===== src/rtl/trace_buffer_if.sv =====
// rtl/trace_buffer_if.sv - CPU trace-event inputs and host read port of the trace buffer
interface trace_buffer_if;
  logic [7:0]  pc;
  logic [7:0]  instr;
  logic        reg_write;
  logic [7:0]  result;
  logic        rd_ready;
  logic        rd_valid;
  logic [23:0] rd_data;

  modport master (
    output pc, instr, reg_write, result, rd_ready,
    input  rd_valid, rd_data
  );

  modport slave (
    input  pc, instr, reg_write, result, rd_ready,
    output rd_valid, rd_data
  );
endinterface


===== src/rtl/trace_buffer.sv =====
// rtl/trace_buffer.sv - triggered CPU trace capture FIFO with arm/capture/done control
module trace_buffer #(
  parameter int DEPTH = 16
) (
  input  logic                     clk,
  input  logic                     reset,
  input  logic                     arm,
  input  logic [7:0]               trig_pc,
  input  logic [4:0]               cap_len,
  input  logic                     clear,
  trace_buffer_if.slave            bus,
  output logic [$clog2(DEPTH):0]   count,
  output logic                     full,
  output logic                     empty,
  output logic                     overflow,
  output logic [1:0]               state
);
  localparam int AW = $clog2(DEPTH);

  typedef enum logic [1:0] {
    IDLE    = 2'd0,
    ARMED   = 2'd1,
    CAPTURE = 2'd2,
    DONE    = 2'd3
  } state_t;

  state_t        state_q;
  logic [23:0]   mem [DEPTH];
  logic [AW-1:0] wr_ptr;
  logic [AW-1:0] rd_ptr;
  logic [AW:0]   count_q;
  logic          overflow_q;
  logic [4:0]    captured;

  logic          trig_hit;
  logic          cap_open;
  logic          trace_event;
  logic          pop;
  logic          push;
  logic          drop;
  logic [4:0]    captured_next;

  // Once cap_len pushes are in, the rest of the CAPTURE cycle no longer qualifies events.
  always_comb begin
    trig_hit      = (state_q == ARMED) && (bus.pc == trig_pc);
    cap_open      = (state_q == CAPTURE) && ((cap_len == 5'd0) || (captured < cap_len));
    trace_event   = bus.reg_write && (trig_hit || cap_open);
    pop           = (count_q != '0) && bus.rd_ready;
    push          = trace_event && ((count_q != (AW+1)'(DEPTH)) || pop);
    drop          = trace_event && !push;
    captured_next = captured + 5'(push);
  end

  always_ff @(posedge clk) begin
    if (!reset) begin
      state_q    <= IDLE;
      wr_ptr     <= '0;
      rd_ptr     <= '0;
      count_q    <= '0;
      overflow_q <= 1'b0;
      captured   <= '0;
      for (int i = 0; i < DEPTH; i++) mem[i] <= '0;
    end else if (clear) begin
      state_q    <= IDLE;
      wr_ptr     <= '0;
      rd_ptr     <= '0;
      count_q    <= '0;
      overflow_q <= 1'b0;
      captured   <= '0;
    end else begin
      if (push) begin
        mem[wr_ptr] <= {bus.pc, bus.instr, bus.result};
        wr_ptr      <= wr_ptr + AW'(1);
      end
      if (pop) rd_ptr <= rd_ptr + AW'(1);
      count_q  <= count_q + (AW+1)'(push) - (AW+1)'(pop);
      if (drop) overflow_q <= 1'b1;
      captured <= captured_next;
      case (state_q)
        IDLE, DONE: if (arm) begin
          state_q  <= ARMED;
          captured <= '0;
        end
        ARMED:   if (trig_hit) state_q <= CAPTURE;
        CAPTURE: if ((cap_len != 5'd0) && (captured_next >= cap_len)) state_q <= DONE;
        default: state_q <= IDLE;
      endcase
    end
  end

  assign count        = count_q;
  assign full         = (count_q == (AW+1)'(DEPTH));
  assign empty        = (count_q == '0);
  assign overflow     = overflow_q;
  assign state        = state_q;
  assign bus.rd_valid = (count_q != '0);
  assign bus.rd_data  = mem[rd_ptr];
endmodule


===== src/flat_wrapper.sv =====
// flat-port wrapper written by rule: the top's interface ports become plain ports
module trace_buffer_flat 
#(
  parameter int DEPTH = 16
)
  (clk, reset, arm, trig_pc, cap_len, clear, count, full, empty, overflow, state, bus_pc, bus_instr, bus_reg_write, bus_result, bus_rd_ready, bus_rd_valid, bus_rd_data);
  trace_buffer_if bus_i ();
  input  logic clk;
  input  logic reset;
  input  logic arm;
  input  logic [7:0] trig_pc;
  input  logic [4:0] cap_len;
  input  logic clear;
  output logic [$clog2(DEPTH):0] count;
  output logic full;
  output logic empty;
  output logic overflow;
  output logic [1:0] state;
  input wire logic [$bits(bus_i.pc)-1:0] bus_pc;
  input wire logic [$bits(bus_i.instr)-1:0] bus_instr;
  input wire logic [$bits(bus_i.reg_write)-1:0] bus_reg_write;
  input wire logic [$bits(bus_i.result)-1:0] bus_result;
  input wire logic [$bits(bus_i.rd_ready)-1:0] bus_rd_ready;
  output wire logic [$bits(bus_i.rd_valid)-1:0] bus_rd_valid;
  output wire logic [$bits(bus_i.rd_data)-1:0] bus_rd_data;
  assign bus_i.pc = bus_pc;
  assign bus_i.instr = bus_instr;
  assign bus_i.reg_write = bus_reg_write;
  assign bus_i.result = bus_result;
  assign bus_i.rd_ready = bus_rd_ready;
  assign bus_rd_valid = bus_i.rd_valid;
  assign bus_rd_data = bus_i.rd_data;
  trace_buffer #(.DEPTH(DEPTH)) u_core (.clk(clk), .reset(reset), .arm(arm), .trig_pc(trig_pc), .cap_len(cap_len), .clear(clear), .bus(bus_i), .count(count), .full(full), .empty(empty), .overflow(overflow), .state(state));
endmodule

===== config.mk =====
export PLATFORM = sky130hd
export DESIGN_NAME = trace_buffer_flat
export DESIGN_NICKNAME = d
export VERILOG_FILES = /design/src/rtl/trace_buffer_if.sv /design/src/rtl/trace_buffer.sv /design/src/flat_wrapper.sv
export SDC_FILE = /design/constraint.sdc
export NUM_CORES = 1
export LEC_CHECK = 0
export ABC_CLOCK_PERIOD_IN_PS = 9600
export CORE_ASPECT_RATIO = 0.5
export CORE_MARGIN = 5
export CORE_UTILIZATION = 40
export DETAILED_ROUTE_END_ITERATION = 6
export GPL_TIMING_DRIVEN = 1
export PLACE_DENSITY = 0.62
export SLEW_MARGIN = 20
export SYNTH_ARGS = -nofsm -noshare
export SYNTH_HDL_FRONTEND = slang
export SYNTH_SLANG_ARGS = --single-unit

===== constraint.sdc =====
create_clock -name clk -period 9.6 [get_ports clk]
set_clock_uncertainty 0.2 [all_clocks]
set_input_delay 0.96 -clock clk [delete_from_list [all_inputs] [get_ports clk]]
set_output_delay 0.96 -clock clk [all_outputs]
set_load 0.01 [all_outputs]

==> metrics.md, run 1 <==
| Metric | Value |
|---|---|
| Outcome | `finished, final reports clean` |
| Post-route minimum period | `about 5.3 ns` |
| Pwr/cell area | `193 nW/um^2` |
| CTS tree | `done` |
| First-pass GRT wire length | `just over 70000 um` |
| Initial Util | `between 40% and 50%` |
| Yosys cell types | `between 40 and 50` |
| Combinational share of power | `approximately 12%` |
| Hold path depth | `2` |
| Die Area | `50400 sq um` |
| Final Hold Violating Endpoints | `0` |
| Fmax | `around 0.19 GHz` |
| Post-Route Setup TNS | `0 ns` |
| Max-Slew Margin vs Limit | `23.9%` |
| Psw | `roughly 940 uW` |
| Grt ovf | `0` |
| Clk pwr share | `36.4%` |
| DR vias | `~11000` |
| Worst setup path class | `in2reg` |
| Gr usage total | `around a fifth` |
| Mapped Avg Cell Area | `between 10 and 15 sq um` |
| Die Span X | `roughly 310 um` |
| Post-route ant nets | `0` |
| CTS buffer count | `39` |
| Critical Path Max Stage Delay | `about 0.83 ns` |
| P_int | `between 3 and 4 mW` |
| Post-Synthesis Cells | `between 1000 and 1500` |
| Post-synth EDFFs | `about 380` |
| Initial antenna violation count | `0` |
| Tcrit/Tclk final | `54.9%` |
| Drt drc | `0` |
| CP most frequent cell | `ha_1` |
| Worst-Skew Late Latency | `0.55 ns` |
| CP required | `9.80 ns` |
| IO buf count | `slightly below 80` |
| Buf/Inv on CP | `3` |
| Post-CTS resize count | `0` |
| Initial detailed-routing violation count | `around 1400` |
| IO Pins | `78` |
| Slew @ Worst Pin | `~1.1 ns` |
| Share of layout cells above drive strength 1 | `between 10% and 20%` |
| Syn. warnings | `0` |
| Pin count of the biggest net entering global routing | `97` |
| Sw Ratio | `23.5%` |
| Final WL | `47400 um` |
| Synth Register Bits | `around 400` |
| Synth Cell Area | `about 18000 sq um` |
| Fill count | `roughly 4000` |
| Wire per inst | `24.3 um` |
| Hold Crit Class | `reg2reg` |
| Kind of end point of the critical path | `flop` |
| Register Area | `12000 sq um` |
| Most used flip-flop cell after synthesis | `edfxtp_1` |
| Pre-antenna DRT Iters | `5` |
| Post-CTS Setup Bufs | `0` |
| Crit Path Max Fanout | `17` |
| Crit path depth | `17` |
| Crit start category | `input port` |
| H-tree Lvls | `2` |
| Nets@finish | `approximately 1400` |
| Syn-to-layout area delta | `13.8%` |
| Clock Tree Root | `clkbuf_16` |
| FFs w/ async S/R, synth | `0%` |
| GR Util met1 | `a little over a quarter` |
| Core area | `45200 sq um` |
| CP max stage cell | `nor2_2` |
| FF-to-FF path depth | `16` |
| Leak | `6.59 nW` |
| Most frequent cells in the layout | `nor2_1, edfxtp_1, mux4_2` |
| Hold Buf Count CTS | `0` |
| Multi-input logic area | `between 5000 and 6000 sq um` |
| Vias per inst | `about 5.7` |
| Syn Nets | `approximately 1300` |
| Commonest non-fill, non-tap cell in the layout | `nor2_1` |
| Part of the power in registers | `roughly half` |
| Peak supply drop | `~120 uV` |
| Routability congestion estimate | `about 0.8` |
| Critical path's top delay family | `compound AO/OA/AOI/OAI gates` |
| Number of diodes | `0` |
| Met3 usage | `3.47%` |
| Arr. time, crit path | `roughly 5.5 ns` |
| Setup violations, final | `0` |
| FP Rows | `55` |
| DP HPWL | `25400 um` |
| Clock-pin slew of the registers on the worst-case setup and hold paths | `approximately 0.07 ns` |
| Hold_ws | `~0.26 ns` |
| Vias in the first global route | `~12000` |
| RSZ-0062 raised after global routing | `no` |
| Critical path, cell by cell | `clkdlybuf4s50_1 > inv_1 > ha_1 > o21ai_0 > o21ai_0 > a211oi_1 > nor2_2 > inv_1 > ha_1 > ha_1 > xor2_1 > ha_1 > nand4_1 > o221a_2 > o21ai_0 > and3_1 > o31ai_1` |
| Seq/Total Area, Yosys | `approximately two thirds` |
| Die span in y | `~160 um` |
| Clock Sinks | `409` |
| Met2 GRT Util | `roughly 31%` |
| Max cap viols | `0` |
| Slew Viols, Final | `0` |
| GR peak layer | `met2` |
| Clk buf depth | `3` |
==> through the flow <==
step                      utilization (%)  power (mW)  instance area, sq um  worst slack [ns]  cells
after floorplan                         -        2.41                 18300              3.89   1278
after detailed placement             43.4        2.60                 19600              3.82   1885
after global routing                 46.0        4.16                 20800              3.93   1952
after CTS                            46.0        4.04                 20800              4.39   1952
after global placement               43.4        2.58                 19600              4.01   1885
final                                46.0        4.01                 20800              4.33   1952
==> per-layer routing <==
| layer | up-vias | routed length [um] | share of wire (%) |
|---|---|---|---|
| met4 | 0 | 809 | 1.7 |
| met2 | 576 | 22600 | 48 |
| met3 | 77 | 4670 | 9.8 |
| li1 | 4779 | - | - |
| met1 | 5610 | 19400 | 41 |
| met5 | - | 0 | 0 |
==> state kept, by name, summed over array words and instances, names as in the netlist, named ones only <==
| name | cells |
|---|---|
| u_core.captured | 5 |
| u_core.count | 5 |
| u_core.mem | 384 |
| u_core.overflow | 1 |
| u_core.rd_ptr | 4 |
| u_core.state | 2 |
| u_core.wr_ptr | 4 |
==> cells by family (layout without fill, tap and decap cells) <==
| logic type | after synthesis | in the layout | synth area share (%) |
|---|---|---|---|
| muxes | 123 | 123 | 14.9 |
| xor gates and xnor gates | 17 | 17 | 0.814 |
| AOI/OAI and AO/OA | 49 | 49 | 1.96 |
| buffers and inverters | 120 | 196 | 3.36 |
| DFF | 409 | 409 | 65.8 |
| and+or+nand+nor | 535 | 535 | 11.4 |
| adders and majority gates | 25 | 25 | 1.75 |
==> power by group through the flow <==
stage | sequential, mW | combinational (mW) | clock, mW
floorplan | 2.08 | 0.329 | 0
finish | 2.06 | 0.488 | 1.46
detailed placement | 2.10 | 0.495 | 0
global route | 2.07 | 0.527 | 1.56
CTS | 2.06 | 0.498 | 1.48
global placement | 2.09 | 0.490 | 0
==> cell usage after synthesis, types with 2 or more instances <==
master / number / area (sq um)
nor3_1: 3 / 15.0
xnor2_1: 12 / 105
clkbuf_1: 58 / 218
nor2_1: 396 / 1490
and2_1: 6 / 37.5
xor2_1: 5 / 43.8
nor2b_1: 4 / 25.0
ha_1: 24 / 300
o41ai_1: 16 / 140
dfxtp_1: 25 / 500
edfxtp_1: 384 / 11500
nand4_1: 4 / 25.0
buf_1: 6 / 22.5
nand2b_1: 2 / 12.5
buf_2: 8 / 40.0
a211o_1: 5 / 43.8
nand2_1: 107 / 402
o21ai_0: 8 / 40.0
buf_6: 20 / 225
mux4_2: 120 / 2700
mux2i_1: 3 / 30.0
a21oi_1: 10 / 50.1
a211oi_1: 3 / 22.5
inv_1: 27 / 101
nand3_1: 5 / 25.0
or4_1: 2 / 15.0
==> layout make-up <==
cell class                      count  share of cell area (%)
Sequential cell                   409                    57.8
Clock buffer                       47                    4.93
Multi-Input combinational cell    749                    27.8
Clock inverter                     20                   0.721
Tap cell                          598                    3.59
Inverter                           27                   0.487
Timing Repair Buffer              102                    4.62
==> worst paths after layout <==
kind	from	end	slack, ns
worst min-delay path	u_core.overflow	u_core.overflow	0.26
worst max register to register	u_core.count[3]	u_core.state[1]	4.75
worst max-delay path	cap_len[2]	u_core.state[1]	4.33
worst min register to register	u_core.overflow	u_core.overflow	0.26
==> worst reg2reg max path: cells and delay by family (launching register included) <==
family / cells / cell delay (ns)
simple gates: 5 / 1.88
fa+ha+maj: 4 / 0.98
compound gates: 4 / 0.86
flops: 1 / 0.33
buf+inv: 2 / 0.28
xor+xnor: 1 / 0.16
(Power assumes the default switching activity.)
==> inputs of run 2 (changes only) <==
- ABC_CLOCK_PERIOD_IN_PS: 9600 -> 4400
- PLACE_DENSITY: 0.62 -> 0.65
- clock period: 9.6 -> 4.4 ns (I/O delays scaled with it)
==> metrics.md, run 2 (synthesis results as in run 1) <==
| Metric | Value |
|---|---|
| First-pass GRT wire length | `72100 um (was 71700 um)` |
| Leak | `6.75 nW (was 6.59 nW)` |
| Grt ovf | `0 (unchanged)` |
| Routability congestion estimate | `0.840 (was 0.795)` |
| Final WL | `47100 um (was 47400 um)` |
| Critical path's top delay family | `compound AO/OA/AOI/OAI gates (unchanged)` |
| FP Rows | `55 (unchanged)` |
| Clock Sinks | `409 (unchanged)` |
| Wire per inst | `23.9 um (was 24.3 um)` |
| Fill count | `3819 (was 3889)` |
| Hold Buf Count CTS | `0 (unchanged)` |
| Min-delay src | `u_core.overflow (unchanged)` |
| Die span in y | `161 um (unchanged)` |
| Vias per inst | `5.64 (was 5.66)` |
| Clk buf depth | `3 (unchanged)` |
| Multi-input logic area | `5770 sq um (was 5790 sq um)` |
| Post-route minimum period | `between 4 and 5 ns` |
| Cell Area, Placed | `20000 sq um (was 19600 sq um)` |
| Fin area | `21200 sq um (was 20800 sq um)` |
| Worst setup path class | `in2reg (unchanged)` |
| H-tree Lvls | `2 (unchanged)` |
| CP max stage cell | `clkdlybuf4s50_1 (was nor2_2)` |
| Initial antenna violation count | `0 (unchanged)` |
| Setup violations, final | `0 (unchanged)` |
| Largest Register | `u_core.mem (unchanged)` |
| Clock Tree Root | `clkbuf_16 (unchanged)` |
| DP HPWL | `26300 um (was 25400 um)` |
| P_int | `6.77 mW (was 3.07 mW)` |
| Max cap viols | `0 (unchanged)` |
| Clock-pin slew of the registers on the worst-case setup and hold paths | `0.06 ns (was 0.07 ns)` |
| Util after Layout | `46.8% (was 46.0%)` |
| Commonest non-fill, non-tap cell in the layout | `nor2_1 (unchanged)` |
| Post-CTS resize count | `0 (unchanged)` |
| Clk pwr share | `36.2% (was 36.4%)` |
| Initial Util | `40.5% (unchanged)` |
| Min-Delay Endpoint | `u_core.overflow (unchanged)` |
| FF-to-FF path depth | `17 (was 16)` |
| DR vias | `11100 (was 11000)` |
| Combinational share of power | `12.8% (was 12.2%)` |
| Post-route ant nets | `0 (unchanged)` |
| CP most frequent cell | `ha_1 (unchanged)` |
| Number of diodes | `0 (unchanged)` |
| Final Hold Violating Endpoints | `0 (unchanged)` |
| Kind of end point of the critical path | `flop (unchanged)` |
| Drt drc | `0 (unchanged)` |
| Post-CTS Setup Bufs | `0 (unchanged)` |
| Pwr/cell area | `417 nW/um^2 (was 193 nW/um^2)` |
| Psw | `2.05 mW (was 941 uW)` |
| Max FFs per register | `384 (unchanged)` |
| Pin count of the biggest net entering global routing | `97 (unchanged)` |
| Initial detailed-routing violation count | `1324 (was 1399)` |
| Arr. time, crit path | `4.23 ns (was 5.47 ns)` |
| Reg2reg start | `u_core.count[3] (unchanged)` |
| Share of layout cells above drive strength 1 | `16.9% (about the same)` |
| Slew Viols, Final | `0 (unchanged)` |
| Crit start category | `input port (unchanged)` |
| Gr usage total | `18.8% (was 18.9%)` |
| CTS tree | `done (unchanged)` |
| Crit Path Max Fanout | `4 (was 17)` |
| Most frequent cells in the layout | `nor2_1, edfxtp_1, mux4_2 (unchanged)` |
| Tcrit/Tclk final | `91.1%` |
| Placed cell count | `1901 (was 1885)` |
| Critical Path Max Stage Delay | `0.50 ns (was 0.83 ns)` |
| Worst-Skew Late Latency | `0.54 ns (was 0.55 ns)` |
| RSZ-0062 raised after global routing | `no (unchanged)` |
| CP required | `4.62 ns (was 9.80 ns)` |
| Outcome | `finished, final reports clean (unchanged)` |
| Register Area | `12000 sq um (unchanged)` |
| Nets@finish | `1411 (was 1396)` |
| Slew @ Worst Pin | `1.13 ns (was 1.14 ns)` |
| Hold path depth | `2 (unchanged)` |
| Core area | `45200 sq um (unchanged)` |
| Buf/Inv on CP | `3 (unchanged)` |
| Fmax | `~0.25 GHz` |
| Critical path, cell by cell | `clkdlybuf4s50_1 > inv_1 > ha_1 > a211oi_1 > o21ai_0 > a211oi_1 > nor2_1 > inv_1 > ha_1 > ha_1 > nand3_1 > xnor2_1 > ha_1 > nand4_1 > o221a_2 > o21ai_0 > and3_1 > o31ai_1 (was clkdlybuf4s50_1 > inv_1 > ha_1 > o21ai_0 > o21ai_0 > a211oi_1 > nor2_2 > inv_1 > ha_1 > ha_1 > xor2_1 > ha_1 > nand4_1 > o221a_2 > o21ai_0 > and3_1 > o31ai_1)` |
| Pre-antenna DRT Iters | `5 (unchanged)` |
| Vias in the first global route | `11800 (was 11500)` |
| Worst reg2reg setup slack | `0.40 ns (was 4.75 ns)` |
| Max-Slew Margin vs Limit | `24.6% (was 23.9%)` |
| IO buf count | `77 (unchanged)` |
| Fin cells | `1969 (was 1952)` |
| IO Pins | `78 (unchanged)` |
| Syn-to-layout area delta | `15.8% (was 13.8%)` |
| Die Span X | `312 um (unchanged)` |
| Sw Ratio | `23.2% (was 23.5%)` |
| Worst r2r dst | `u_core.state[1] (unchanged)` |
| Die Area | `50400 sq um (unchanged)` |
| Hold Crit Class | `reg2reg (unchanged)` |
| Total power | `8.82 mW (was 4.01 mW)` |
| CTS buffer count | `38 (was 39)` |
| Part of the power in registers | `51.0% (was 51.4%)` |
| Peak supply drop | `360 uV (was 119 uV)` |
run 2: cell types whose count changed in the layout (fill, tap and decap cells not counted), sizes merged:
| cell | before | now |
|---|---|---|
| clkinv | 18 | 13 |
| clkinvlp | 1 | 0 |
| buf | 25 | 41 |
| inv | 27 | 29 |
| bufinv | 1 | 2 |
| clkbuf | 47 | 51 |
run 2: layer usage:
layer	track usage, %	routed length, um
met4	4.53	921
met5	0	0
met2	32.6	23800
met1	24.9	18000
met3	3.63	4360
run 2: cell type report:
type / count / area share [%]
repair buffers: 118 / 6.33
flip-flops and latches: 409 / 56.8
well taps: 598 / 3.53
clock inverters: 17 / 0.727
clock buffers: 51 / 4.82
inverters: 27 / 0.479
multi-input cells: 749 / 27.3
run 2: worst min-delay path, delay by kind of cell (launching register included):
family,cells,cell delay [ns]
DFF,1,0.31
buffers and inverters,1,0.05
AOI/OAI and AO/OA,1,0.05
run 2: how the worst max path moves through the flow:
stage | from | endpoint | slack [ns] | cells after the start
4_1_cts | u_core.count[3] | u_core.state[1] | 0.38 | 17
3_3_place_gp | cap_len[4] | u_core.state[1] | 0.02 | 18
5_1_grt | u_core.count[3] | u_core.state[1] | 0.03 | 17
3_5_place_dp | cap_len[4] | u_core.state[1] | -0.09 | 18
6_report | cap_len[4] | u_core.state[1] | 0.39 | 18
2_1_floorplan | cap_len[1] | u_core.mem[2][0] | -0.79 | 6
run 2: power by group through the flow:
stage	clock network, mW	registers, mW	logic [mW]
after global placement	0	4.57	1.12
after CTS	3.24	4.50	1.14
final	3.19	4.50	1.13
after detailed placement	0	4.59	1.14
after global routing	3.41	4.52	1.21
after floorplan	0	4.54	0.718
run 2: metrics by stage:
stage	worst slack, ns	TNS (ns)	hold WS [ns]
4_1_cts	0.378	0	0.264
3_3_place_gp	0.0215	0	0.255
2_1_floorplan	-0.793	-277.13	0.265
3_5_place_dp	-0.0897	-0.152	0.247
6_report	0.391	0	0.256
5_1_grt	0.0256	0	0.310
==> inputs of run 3 (changes only) <==
- CORE_ASPECT_RATIO: 0.5 -> not set
==> metrics.md, run 3 (synthesis results as in run 1) <==
| Metric | Value |
|---|---|
| Outcome | `finished, final reports clean (unchanged)` |
| Final Hold Violating Endpoints | `0 (unchanged)` |
| Worst reg2reg setup slack | `0.48 ns (was 0.40 ns)` |
| Die span in y | `224 um (was 161 um)` |
| First-pass GRT wire length | `70900 um (was 72100 um)` |
| Clock-pin slew of the registers on the worst-case setup and hold paths | `0.06 ns (about the same)` |
| Syn-to-layout area delta | `17.0% (was 15.8%)` |
| Drt drc | `0 (unchanged)` |
| Reg2reg start | `u_core.count[2] (was u_core.count[3])` |
| Cell Area, Placed | `20000 sq um (about the same)` |
| Worst setup path class | `in2reg (unchanged)` |
| Final WL | `47000 um (was 47100 um)` |
| DR vias | `11000 (was 11100)` |
| Pin count of the biggest net entering global routing | `97 (unchanged)` |
| Max-Slew Margin vs Limit | `26.3% (was 24.6%)` |
| CP required | `4.63 ns (was 4.62 ns)` |
| RSZ-0062 raised after global routing | `no (unchanged)` |
| Hold Buf Count CTS | `0 (unchanged)` |
| Worst-Skew Late Latency | `0.53 ns (was 0.54 ns)` |
| Post-route minimum period | `3.93 ns (was 4.01 ns)` |
| Nets@finish | `1421 (was 1411)` |
| Min-delay src | `u_core.overflow (unchanged)` |
| Routability congestion estimate | `0.791 (was 0.840)` |
| Clk pwr share | `37.9% (was 36.2%)` |
| Crit Path Max Fanout | `4 (unchanged)` |
| Core area | `45300 sq um (was 45200 sq um)` |
| Fill count | `3956 (was 3819)` |
| Kind of end point of the critical path | `flop (unchanged)` |
| Max FFs per register | `384 (unchanged)` |
| CTS tree | `done (unchanged)` |
| Vias per inst | `5.53 (was 5.64)` |
| Initial antenna violation count | `0 (unchanged)` |
| Commonest non-fill, non-tap cell in the layout | `nor2_1 (unchanged)` |
| Vias in the first global route | `11500 (was 11800)` |
| Arr. time, crit path | `4.16 ns (was 4.23 ns)` |
| Grt ovf | `0 (unchanged)` |
| Sw Ratio | `22.5% (was 23.2%)` |
| Hold Crit Class | `reg2reg (unchanged)` |
| Largest Register | `u_core.mem (unchanged)` |
| Crit start category | `input port (unchanged)` |
| Pre-antenna DRT Iters | `5 (unchanged)` |
| P_int | `7.00 mW (was 6.77 mW)` |
| Clock Sinks | `409 (unchanged)` |
| Leak | `6.86 nW (was 6.75 nW)` |
| Initial detailed-routing violation count | `903 (was 1324)` |
| Fmax | `0.255 GHz (was 0.249 GHz)` |
| Total power | `9.04 mW (was 8.82 mW)` |
| Post-route ant nets | `0 (unchanged)` |
| CTS buffer count | `42 (was 38)` |
| IO buf count | `77 (unchanged)` |
| DP HPWL | `25700 um (was 26300 um)` |
| Die Area | `50100 sq um (was 50400 sq um)` |
| Initial Util | `40.4% (was 40.5%)` |
| Clock Tree Root | `clkbuf_16 (unchanged)` |
| Psw | `2.04 mW (was 2.05 mW)` |
| Number of diodes | `0 (unchanged)` |
| Tcrit/Tclk final | `89.3% (was 91.1%)` |
| IO Pins | `78 (unchanged)` |
| Fin area | `21400 sq um (was 21200 sq um)` |
| FP Rows | `78 (was 55)` |
| Slew @ Worst Pin | `1.11 ns (was 1.13 ns)` |
| Wire per inst | `23.7 um (was 23.9 um)` |
| Post-CTS Setup Bufs | `0 (unchanged)` |
| H-tree Lvls | `2 (unchanged)` |
| Most frequent cells in the layout | `nor2_1, edfxtp_1, mux4_2 (unchanged)` |
| Peak supply drop | `338 uV (was 360 uV)` |
| Pwr/cell area | `422 nW/um^2 (was 417 nW/um^2)` |
| Crit path from | `cap_len[4] (unchanged)` |
| Die Span X | `224 um (was 312 um)` |
| Max cap viols | `0 (unchanged)` |
| Part of the power in registers | `49.4% (was 51.0%)` |
| Setup violations, final | `0 (unchanged)` |
| Hold_ws | `0.253 ns (was 0.256 ns)` |
| Share of layout cells above drive strength 1 | `17.6% (was 16.9%)` |
| Combinational share of power | `12.7% (was 12.8%)` |
| Clk buf depth | `3 (unchanged)` |
| Post-CTS resize count | `0 (unchanged)` |
| Util after Layout | `47.3% (was 46.8%)` |
| Gr usage total | `18.8% (about the same)` |
| Slew Viols, Final | `0 (unchanged)` |
## run 3: power groups by stage
| stage | Combinational [mW] | Sequential, mW | Clock [mW] |
|---|---|---|---|
| floorplan | 0.718 | 4.54 | 0 |
| global placement | 1.16 | 4.54 | 0 |
| detailed placement | 1.16 | 4.55 | 0 |
| CTS | 1.17 | 4.47 | 3.48 |
| global route | 1.24 | 4.48 | 3.64 |
| finish | 1.15 | 4.47 | 3.42 |
## run 3: final cells by class
cell class	count	area, sq um	area share (%)
Sequential cell	409	12000	56.3
Clock buffer	54	1100	5.12
Timing Repair Buffer	124	1390	6.51
Multi-Input combinational cell	749	5810	27.1
Inverter	27	101	0.474
Clock inverter	22	213	0.994
Tap cell	600	751	3.51
## run 3: per-stage QoR
stage          TNS (ns)  std cells  worst slack (ns)
2_1_floorplan   -277.13       1278            -0.793
5_1_grt               0       1985             0.136
3_3_place_gp          0       1906             0.107
3_5_place_dp     -0.107       1906           -0.0876
6_report              0       1985             0.471
4_1_cts               0       1982             0.332
## run 3: path summary, 6_finish.rpt
path         cells past startpoint               to
max                             18  u_core.state[1]
min                              2  u_core.overflow
max reg2reg                     18  u_core.state[1]
min reg2reg                      2  u_core.overflow
## run 3: worst max-delay path: stages
cell and delay [ns]:
clkdlybuf4s50_1 0.46, inv_1 0.06, ha_1 0.31, a211oi_1 0.22, o21ai_0 0.17, a211oi_1 0.39, nor2_1 0.11, inv_1 0.09
ha_1 0.16, ha_1 0.18, xor2_1 0.20, ha_1 0.28, a211oi_1 0.25, o221a_2 0.23, o21ai_0 0.07, buf_4 0.15
and3_1 0.15, o31ai_1 0.20
## run 3: per-layer routing
| metal | global-route usage (%) | share of wire (%) |
|---|---|---|
| met1 | 24.6 | 38 |
| met2 | 32.7 | 52 |
| met3 | 2.87 | 8.0 |
| met4 | 5.67 | 2.5 |
| met5 | 0 | 0 |
